$ cat src/rtl/cam_pkg.sv
// Shared encodings for the camera capture path: pixel formats, downscale
// factors, capture FSM states and the RGB565 field positions.
package cam_pkg;

    localparam logic [1:0] MODE_RGB444 = 2'd0;
    localparam logic [1:0] MODE_RGB565 = 2'd1;
    localparam logic [1:0] MODE_GRAY   = 2'd2;

    localparam logic [1:0] SCALE_1 = 2'd0;
    localparam logic [1:0] SCALE_2 = 2'd1;
    localparam logic [1:0] SCALE_4 = 2'd2;

    localparam logic [1:0] ST_IDLE    = 2'd0;
    localparam logic [1:0] ST_SKIP    = 2'd1;
    localparam logic [1:0] ST_ARMED   = 2'd2;
    localparam logic [1:0] ST_CAPTURE = 2'd3;

    localparam int R_MSB = 15;
    localparam int R_LSB = 11;
    localparam int G_MSB = 10;
    localparam int G_LSB = 5;
    localparam int B_MSB = 4;
    localparam int B_LSB = 0;

endpackage

$ cat src/rtl/pix_convert.sv
// Combinational RGB565 pixel formatter shared by the capture and VGA read paths.
// Reserved mode 3 falls through to RGB444.
module pix_convert
    import cam_pkg::*;
(
    input  logic [15:0] pixel,
    input  logic [1:0]  mode,
    output logic [15:0] data_out_next
);

    logic [4:0] red;
    logic [5:0] green;
    logic [4:0] blue;
    logic [7:0] red8;
    logic [7:0] green8;
    logic [7:0] blue8;
    logic [9:0] luma_sum;
    logic [7:0] luma;

    assign red   = pixel[R_MSB:R_LSB];
    assign green = pixel[G_MSB:G_LSB];
    assign blue  = pixel[B_MSB:B_LSB];

    // Replicate the top bits so full-scale channels map to 8'hFF.
    assign red8   = {red, red[4:2]};
    assign green8 = {green, green[5:4]};
    assign blue8  = {blue, blue[4:2]};

    assign luma_sum = {2'b00, red8} + {1'b0, green8, 1'b0} + {2'b00, blue8};
    assign luma     = 8'(luma_sum >> 2);

    always_comb begin
        data_out_next = '0;
        case (mode)
            MODE_RGB565: data_out_next = pixel;
            MODE_GRAY:   data_out_next = {8'h00, luma};
            default:     data_out_next = {4'h0, red[4:1], green[5:2], blue[4:1]};
        endcase
    end

endmodule

$ cat src/rtl/cam_capture.sv
// OV-series camera byte-pair grabber: settle-frame skip, runtime format and
// downscale, raster-order frame-buffer writes, frame counting and line checks.
module cam_capture
    import cam_pkg::*;
#(
    parameter int H_ACTIVE    = 640,
    parameter int V_ACTIVE    = 480,
    parameter int ADDR_W      = 19,
    parameter int SKIP_FRAMES = 2,
    parameter int CNT_W       = 16
) (
    input  logic              clk,
    input  logic              rst,
    input  logic              cfg_done,
    input  logic              capture_en,
    input  logic [1:0]        mode,
    input  logic [1:0]        scale,
    input  logic              vsync,
    input  logic              href,
    input  logic [7:0]        data_in,
    output logic              we_en,
    output logic [ADDR_W-1:0] out_addr,
    output logic [15:0]       data_out,
    output logic              frame_start,
    output logic              frame_done,
    output logic [CNT_W-1:0]  frame_cnt,
    output logic              line_err
);

    // One spare bit so the counters can saturate past the active window.
    localparam int COL_W = $clog2(H_ACTIVE + 1) + 1;
    localparam int ROW_W = $clog2(V_ACTIVE + 1) + 1;

    localparam logic [COL_W-1:0] H_LIM   = COL_W'(H_ACTIVE);
    localparam logic [ROW_W-1:0] V_LIM   = ROW_W'(V_ACTIVE);
    localparam logic [COL_W-1:0] COL_MAX = '1;
    localparam logic [ROW_W-1:0] ROW_MAX = '1;

    logic [1:0]        state;
    logic [3:0]        skip_cnt;
    logic              vsync_d;
    logic              href_d;
    logic              vs_rise;
    logic              href_fall;
    logic              phase;
    logic [7:0]        hi_byte;
    logic [1:0]        mode_q;
    logic [1:0]        scale_q;
    logic [COL_W-1:0]  col;
    logic [ROW_W-1:0]  row;
    logic [ADDR_W-1:0] wr_addr;
    logic              keep;
    logic              in_window;
    logic              start_now;
    logic [15:0]       data_next;

    assign vs_rise   = vsync & ~vsync_d;
    assign href_fall = href_d & ~href;
    assign in_window = (col < H_LIM) && (row < V_LIM);
    assign start_now = cfg_done && vs_rise && capture_en &&
                       ((state == ST_ARMED) || (state == ST_CAPTURE));

    always_comb begin
        keep = 1'b1;
        case (scale_q)
            SCALE_2: keep = ~col[0] & ~row[0];
            SCALE_4: keep = (col[1:0] == 2'b00) && (row[1:0] == 2'b00);
            default: keep = 1'b1;
        endcase
    end

    pix_convert u_pix_convert (
        .pixel         ({hi_byte, data_in}),
        .mode          (mode_q),
        .data_out_next (data_next)
    );

    always_ff @(posedge clk or posedge rst) begin
        if (rst) begin
            vsync_d <= 1'b0;
            href_d  <= 1'b0;
        end else begin
            vsync_d <= vsync;
            href_d  <= href;
        end
    end

    always_ff @(posedge clk or posedge rst) begin
        if (rst) begin
            state       <= ST_IDLE;
            skip_cnt    <= '0;
            phase       <= 1'b0;
            hi_byte     <= '0;
            mode_q      <= MODE_RGB444;
            scale_q     <= SCALE_1;
            col         <= '0;
            row         <= '0;
            wr_addr     <= '0;
            we_en       <= 1'b0;
            out_addr    <= '0;
            data_out    <= '0;
            frame_start <= 1'b0;
            frame_done  <= 1'b0;
            frame_cnt   <= '0;
            line_err    <= 1'b0;
        end else begin
            we_en       <= 1'b0;
            frame_start <= 1'b0;
            frame_done  <= 1'b0;

            if (!cfg_done) begin
                state <= ST_IDLE;
                phase <= 1'b0;
            end else begin
                case (state)
                    ST_IDLE: begin
                        skip_cnt <= 4'(SKIP_FRAMES);
                        state    <= ST_SKIP;
                    end
                    ST_SKIP: begin
                        if (skip_cnt == 4'd0) begin
                            state <= ST_ARMED;
                        end else if (vs_rise) begin
                            skip_cnt <= skip_cnt - 4'd1;
                            if (skip_cnt == 4'd1) begin
                                state <= ST_ARMED;
                            end
                        end
                    end
                    ST_ARMED: begin
                    end
                    default: begin
                        if (href) begin
                            if (!phase) begin
                                hi_byte <= data_in;
                                phase   <= 1'b1;
                            end else begin
                                phase <= 1'b0;
                                if (col != COL_MAX) begin
                                    col <= col + COL_W'(1);
                                end
                                if (keep && in_window) begin
                                    we_en    <= 1'b1;
                                    out_addr <= wr_addr;
                                    data_out <= data_next;
                                    wr_addr  <= wr_addr + ADDR_W'(1);
                                end
                            end
                        end else if (href_fall) begin
                            phase <= 1'b0;
                            col   <= '0;
                            if (row != ROW_MAX) begin
                                row <= row + ROW_W'(1);
                            end
                            if (col != H_LIM) begin
                                line_err <= 1'b1;
                            end
                        end
                        if (vs_rise) begin
                            frame_done <= 1'b1;
                            frame_cnt  <= frame_cnt + CNT_W'(1);
                            if (!capture_en) begin
                                state <= ST_ARMED;
                            end
                        end
                    end
                endcase

                // Placed after the byte path so a write landing on the frame
                // boundary keeps its old-frame address while counters restart.
                if (start_now) begin
                    state       <= ST_CAPTURE;
                    frame_start <= 1'b1;
                    mode_q      <= mode;
                    scale_q     <= (scale == 2'd3) ? SCALE_1 : scale;
                    wr_addr     <= '0;
                    col         <= '0;
                    row         <= '0;
                    phase       <= 1'b0;
                    line_err    <= 1'b0;
                end
            end
        end
    end

endmodule

$ cat config.mk
export PLATFORM = sky130hd
export DESIGN_NAME = cam_capture
export DESIGN_NICKNAME = d
export VERILOG_FILES = /design/src/rtl/cam_pkg.sv /design/src/rtl/pix_convert.sv /design/src/rtl/cam_capture.sv
export SDC_FILE = /design/constraint.sdc
export NUM_CORES = 1
export LEC_CHECK = 0
export BUFFER_PORTS_ARGS = -buffer_cell sky130_fd_sc_hd__clkbuf_2
export CAP_MARGIN = 20
export CORE_MARGIN = 1
export CORE_UTILIZATION = 30
export DETAILED_ROUTE_END_ITERATION = 10
export GPL_ROUTABILITY_DRIVEN = 0
export PLACE_DENSITY = 0.52
export SYNTH_ARGS = -nofsm -noshare
export SYNTH_HDL_FRONTEND = slang
export SYNTH_SLANG_ARGS = --single-unit
$ cat constraint.sdc
create_clock -name clk -period 3.8 [get_ports clk]
set_input_delay 0.38 -clock clk [delete_from_list [all_inputs] [get_ports clk]]
set_output_delay 0.38 -clock clk [all_outputs]
set_load 0.005 [all_outputs]
# Word level (Yosys, flattened, before mapping)
# Cells that the tools add are included.
# word_totals
register_bits	116
inputBits	18
output_inout_bits	55
elab_cells	143
# op_classes
addsub	7
magnitude_cmp	2
n_eq_ne	25
muxes	51
bitwise_logic	9
reduce_logical	31
# ops
cell	count
$mux 19	5
$mux 11	6
$mux 10	5
$pmux 16 s2	1
$reduce_and 5->1	6
$mux 1	21
$add 19x1->19 const B	1
$add 16x1->16 const B	1
$mux 2	8
$reduce_bool 2->1	7
$add 11x1->11 const B	1
$lt 11x10->1 const B	1
$ne 11x10->1 const B	1
$ne 11x11->1 const B	1
$add 10x1->10 const B	1
$add 10x8->10	1
$add 8x9->10	1
$eq 2x2->1 const B	5
$lt 10x9->1 const B	1
$ne 10x10->1 const B	1
$ne 5x5->1 const B	2
$mux 4	2
$pmux 4 s2	1
$reduce_and 4->1	2
23 further kinds	43

# Logic depth before layout (Yosys ltp)
# Gate-level depths: netlist of the first run.
# logic_depth
ltp_word	9
depth_mapped	11
depth_no_buf	9

# Cells and area by module
# From an unflattened synthesis of the first run, not the netlist that was laid out.
# hier_totals
cells_unflattened	573
hier_area_um2	6042.0
# by_module_without_submodules
module	instances	cells_per_inst	area_each_um2	seq_area_each_um2
cam_capture	1	482	5311.3	2902.8
pix_convert	1	91	730.7	0.0

# Worst setup path before layout of the first run
# No wires, ideal clock.
# synth_timing
path_type	register -> register
start	register hi_byte[1]
end	register data_out[7]
setup_time_ns	0.065
arrival_time_ns	2.285
required_time_ns	3.735
path_slack_ns	1.450
path_stages_with_launch	10
n_path_buf	0
period_less_slack_ns	2.350
path_cell_list	dfrtp_1 > inv_1 > fa_1 > nand3b_1 > fa_1 > nor2b_1 > o31a_1 > o31ai_1 > a222oi_1 > mux2_2
# synth_via
elab_chain_cells	3
# synth_rtl
item	line_no	source
start: declaration	cam_capture.sv:46	logic [7:0] hi_byte;
start signal: assignment	cam_capture.sv:135	hi_byte <= data_in;
$add 8x9->10	pix_convert.sv:29	assign luma_sum = {2'b00, red8} + {1'b0, green8, 1'b0} + {2'b00, blue8};
$add 10x8->10	pix_convert.sv:29	
$pmux 16 s2	pix_convert.sv:34	case (mode)
end signal: assignment	cam_capture.sv:145	data_out <= data_next;
end: declaration	cam_capture.sv:23	output logic [15:0] data_out,
# Every way passes these cells.
# A chain may end at the register's enable or synchronous reset.

# Final worst setup path of the first run
# layout_timing
start	register hi_byte[1]
end	register data_out[5]
# Same word-level chain as after synthesis.

==> results of run 1 <==
## final cells by class
class / count / share of cell area [%]
clock buffer: 25 / 6.98
clock inverter: 7 / 0.656
inverter: 36 / 1.90
multi-input combinational: 460 / 40.1
sequential: 116 / 40.1
tap: 265 / 4.58
timing repair buffer: 78 / 5.73
## layout by cell type (no fill, tap or decap), types with 6 or more instances in the layout
| master | Yosys | layout |
|---|---|---|
| nand2_1 | 117 | 117 |
| dfrtp_1 | 116 | 116 |
| clkbuf_2 | 0 | 73 |
| o21ai_0 | 36 | 36 |
| inv_1 | 36 | 35 |
| nor2_1 | 32 | 32 |
| xnor2_1 | 30 | 30 |
| a21oi_1 | 27 | 27 |
| nand3_1 | 23 | 23 |
| ha_1 | 19 | 19 |
| clkbuf_16 | 0 | 17 |
| nor3_1 | 14 | 14 |
| nand4_1 | 13 | 13 |
| and3_1 | 10 | 10 |
| nor4_1 | 10 | 10 |
| or3_1 | 10 | 10 |
| mux2_2 | 9 | 9 |
| a31oi_1 | 8 | 8 |
| or4_1 | 8 | 8 |
| fa_1 | 8 | 8 |
| o31ai_1 | 7 | 7 |
| and4_1 | 6 | 6 |
## final timing paths
kind	cells after the start	slack [ns]	endpoint
min in group asynchronous	2	0.16	frame_cnt[15]
worst min register to register	2	0.46	data_out[14]
worst min-delay path	1	0.10	vsync_d
max in group asynchronous	3	2.88	scale_q[0]
worst max register to register	9	1.20	data_out[5]
worst max-delay path	9	1.20	data_out[5]
## cells by family (layout without fill, tap and decap cells)
group	after synthesis	in the layout	share of synthesized area, %
DFF	116	116	47.8
muxes	13	13	2.33
adders and majority gates	27	27	6.55
and+or+nand+nor	275	275	22.7
buffers and inverters	65	146	4.33
xor gates and xnor gates	35	35	5.05
AOI/OAI and AO/OA	110	110	11.3
## flip-flops by register name (all words and copies together), names as in the netlist
register	count
we_en	1
mode_q	2
href_d	1
phase	1
line_err	1
row	10
skip_cnt	4
frame_start	1
scale_q	2
out_addr	19
frame_cnt	16
hi_byte	8
wr_addr	19
col	11
data_out	16
frame_done	1
vsync_d	1
state	2
## critical path, stage by stage, from the launching register on
cell,delay (ns)
dfrtp_1,0.45
inv_1,0.11
fa_1,0.47
nand3b_1,0.18
fa_1,0.40
nor2b_1,0.15
o31a_1,0.20
nor3_1,0.08
o31ai_1,0.28
a31oi_1,0.12
## power by group
| group | total, mW | switching [mW] | leakage (nW) | internal, mW |
|---|---|---|---|---|
| Clock | 1.48 | 0.559 | 0.269 | 0.918 |
| Sequential | 1.42 | 0.101 | 1.57 | 1.32 |
| Combinational | 0.936 | 0.540 | 1.61 | 0.396 |
## layer usage
| metal | global-route usage, % | part of all wire, % | up-vias |
|---|---|---|---|
| met5 | 0 | 0 | - |
| met4 | 5.26 | 0.84 | 0 |
| met3 | 3.61 | 4.1 | 10 |
| met2 | 23.3 | 46 | 89 |
| met1 | 20.1 | 49 | 2335 |
| li1 | - | - | 2376 |
==> impl_metrics.toml, run 1 <==
[status]
status = "finished, final reports clean"

[worst_setup_path]
worstSetupEndpointType = "flip-flop"
worstReg2RegStart = "hi_byte[1]"
critPathArrivalTime_ns = 2.86
worstPathRequired_ns = 4.06
worstSetupStartpointType = "flip-flop"
cp-startpoint = "hi_byte[1]"
critPathKind = "reg2reg"
cp_max_fo = 5

[grt]
grt_max_degree = 74
grt_pass1_vias = 4796
overflow = 0
antenna_found_initial = 0
grt_usage_pct = 14.9
grt_pass1_wl_mm = 24.0

[sta]
slew_viol_final = 0
finalHoldViolCount = 0
final_min_period_over_clock_period_pct = 68.5
worst_slew_pin_slew_ns = 0.948
fmax_mhz = 384
slew_headroom_pct = 36.5
clock_skew_ns = 0.0113
setup_tns_ns = 0
fin_crit_ns = 2.60
setup_violations = 0
whs_ns = 0.103
rsz0062_at_grt = "no"
fin_ws_ns = 1.20

[clocking]
numCtsBuffers = 17
cts_sinks = 116
cts_tree = "yes"
cts_hold_buf = 0
cts_setup_buffers = 0
clock_path_buffers = 2
clk_pin_slew_ns = 0.06
cts_resized = 0
clkLatencyLatePin_ns = 0.41
root_buffer = "clkbuf_16"
h-tree-depth = 4

[die]
fp.dieW_um = 144
die_h_um = 144
io_pins = 73
fp.coreArea_sq_um = 19700
dieArea_sq_um = 20800
core.rowCount = 51
initial_core_util_pct = 30.9

[pwr]
ir_worst_vdd_uv = 305
p_total_mw = 3.83
leakagePower_nw = 3.45
power_density_nw_per_um2 = 529

[final_layout]
num_antenna_cells = 0
multi_input_comb_area_sq_um = 2910
register_area_sq_um = 2900
drive_above_1_share_pct = 17.5
area_growth_pct = 19.4
utilization_pct = 36.9
layout.cells.non_filler = 987
fill_cells = 2082
final_cell_area_sq_um = 7250
nets = 754

[yosys]
synth_edf_count = 0
synth_warnings = 0
synth-main-ff-cell = "dfrtp_1"
synthTopCellsByArea = "dfrtp_1 (48%), nand2_1 (7.2%), xnor2_1 (4.3%)"
synth_fp_nets = 686
yosysTopAreaCell = "dfrtp_1"
synth_top_area_share_pct = 47.8
synth_most_common_cell = "nand2_1"
syn-cell-area_sq_um = 6070
netlist-cell-type-count = 58
seq_area_frac_synth_pct = 47.8
synth.avg_cell_area_sq_um = 9.47
async_reset_ff_share_pct = 100
synth_seq_cells = 116
synthCells = 641
synth_common_cells = "nand2_1 (117), dfrtp_1 (116), inv_1 (36), o21ai_0 (36), nor2_1 (32)"

[detailed_routing]
wl_per_cell_um = 14.5
viasPerCell = 4.87
drtAntennaViolNets = 0
drt-initial-drc-count = 300
first_pass_iters = 4
routed_wl_mm = 14.3
vias = 4810
drc = 0

[place]
pre_cts_ws_ns = 1.15
hpwlAfterDp_mm = 9.79
io_buffers = 72
placed_area_sq_um = 6690
dp_cells = 954

[hold_path]
hp-start = "vsync"
hold_path_class = "in2reg"

[flow_run]
cap_violations = 0
No activity file was read; power rests on OpenSTA's default activity.
==> inputs of run 2 (changes only) <==
==> constraint.sdc (replaced) <==
create_clock -name clk -period 2.4 [get_ports clk]
set_input_delay 0.24 -clock clk [delete_from_list [all_inputs] [get_ports clk]]
set_output_delay 0.24 -clock clk [all_outputs]
set_load 0.005 [all_outputs]
==> impl_metrics.toml, run 2 (synthesized netlist as in run 1, its figures left out) <==
[status]
status = "finished, violations left"
violations = "negative setup slack"

[worst_setup_path]
critPathKind = "reg2reg"
worstSetupEndpointType = "flip-flop"
worstPathRequired_ns = 2.67
critPathMaxStageDelay_ns = 0.52
cp_cell_sequence = "inv_2 > fa_1 > nand3b_1 > fa_2 > nor2b_4 > o31a_1 > buf_4 > and3b_1 > o31ai_1 > a31oi_1"
worstSetupStartpointType = "flip-flop"
critPathArrivalTime_ns = 2.73
cp_max_fo = 3
critPathSlowestCell = "fa_1"

[final_layout]
area_growth_pct = 27.3
register_area_sq_um = 2900
drive_above_1_share_pct = 23.5
layout.cells.non_filler = 1031
utilization_pct = 39.3
largestRegisters = "out_addr (19), wr_addr (19)"
mostFrequentLayoutCells = "nand2_1 (117), dfrtp_1 (116), clkbuf_2 (72)"
final_common_cell = "nand2_1"
multi_input_comb_area_sq_um = 2970
fill_cells = 1998
num_antenna_cells = 0
nets = 798

[clocking]
root_buffer = "clkbuf_16"
h-tree-depth = 4
clock_path_buffers = 2
numCtsBuffers = 17
clk_pin_slew_ns = 0.06
cts_tree = "yes"
clkLatencyLatePin_ns = 0.41
cts_sinks = 116

[die]
die_h_um = 144
fp.dieW_um = 144
fp.coreArea_sq_um = 19700
core.rowCount = 51
dieArea_sq_um = 20800
initial_core_util_pct = 30.9
io_pins = 73

[grt]
grt_pass1_vias = 4795
antenna_found_initial = 0
overflow = 0
grt_pass1_wl_mm = 24.6
grt_max_degree = 41
grt_usage_pct = 15.4

[sta]
fmax_mhz = 407
final_min_period_over_clock_period_pct = 102
finalHoldViolCount = 0
worst_slew_pin_slew_ns = 0.654
fin_ws_ns = -0.0553
setup_tns_ns = -0.108
clock_skew_ns = 0.00990
slew_viol_final = 0
rsz0062_at_grt = "yes"
fin_crit_ns = 2.46
setup_violations = 3
slew_headroom_pct = 56.3

[detailed_routing]
routed_wl_mm = 14.8
met1_length_mm = 7.38
drt-initial-drc-count = 255
first_pass_iters = 4
wl_per_cell_um = 14.3
wl_met3_um = 638
drtAntennaViolNets = 0
vias = 4940
viasPerCell = 4.79
drc = 0
dr_wl_met2_mm = 6.56
top_layer_used = "met4"

[pwr]
leakagePower_nw = 3.71
power_density_nw_per_um2 = 869
ir_worst_vdd_uv = 513

[flow_run]
cap_violations = 0

[place]
dp_cells = 994
hpwlAfterDp_mm = 10.4
io_buffers = 72

[hold_path]
hold_path_class = "in2reg"
-- run 2: cell types whose count changed in the layout (fill, tap and decap cells not counted), sizes merged --
cell         before  now
clkbuf           98   90
buf               5   48
clkinv            5    4
clkinvlp          2    4
inv              36   39
bufinv            0    3
dlygate4sd3       0    2
-- run 2: power breakdown --
group          switching, mW  total, mW  internal [mW]
clock network          0.954       2.60           1.64
logic                   1.03       1.94          0.903
registers             0.0984       2.18           2.08
-- run 2: per-stage QoR --
stage	instance area [sq um]	hold WS, ns	setup slack (ns)	total power [mW]
floorplan	6070	0.271	0.0502	3.36
global placement	7010	0.355	-0.0513	3.96
detailed placement	7010	0.363	-0.0926	3.95
CTS	7710	0.0245	-0.00643	6.74
global route	7730	0.0347	-0.184	7.14
finish	7730	0.0398	-0.0553	6.72
-- run 2: layer usage --
metal / up-vias / track usage, %
li1: 2473 / -
met1: 2353 / 21.3
met2: 101 / 23.3
met3: 13 / 4.37
met4: 0 / 4.32
met5: - / 0
-- run 2: layout make-up --
type / instances / share of cell area, %
clock buffer: 18 / 5.55
timing repair buffer: 122 / 10.1
multi-input combinational: 460 / 38.4
inverter: 36 / 1.80
clock inverter: 14 / 2.27
tap: 265 / 4.29
sequential: 116 / 37.6
-- run 2: worst max-delay path: cells and delay by family, from the launching register on --
family	cells	cell delay, ns
adder cells (fa/ha/maj)	2	0.76
AO/OA/AOI/OAI	3	0.66
flip-flops	1	0.36
AND/OR/NAND/NOR	3	0.33
buffers and inverters	2	0.21
-- run 2: what timing repair did --
item | CTS | global route
gates resized for setup | 11 | 4
buffers inserted | 4 | 0
gates cloned | 0 | 0
endpoints found under the hold margin | 24 | 0
pin swaps | 8 | 9
hold buffers | 2 | 0
endpoints found under the setup margin | 3 | 5
-- run 2: worst paths after layout --
| kind | slack, ns | end | depth (start not counted) | from |
|---|---|---|---|---|
| max | -0.06 | data_out[5] | 10 | hi_byte[6] |
| min | 0.04 | mode_q[0] | 3 | mode[0] |
| max reg2reg | -0.06 | data_out[5] | 10 | hi_byte[6] |
| min reg2reg | 0.46 | data_out[13] | 2 | data_out[13] |
| max in group asynchronous | 1.31 | wr_addr[1] | 4 | rst |
| min in group asynchronous | 0.46 | col[3] | 3 | rst |
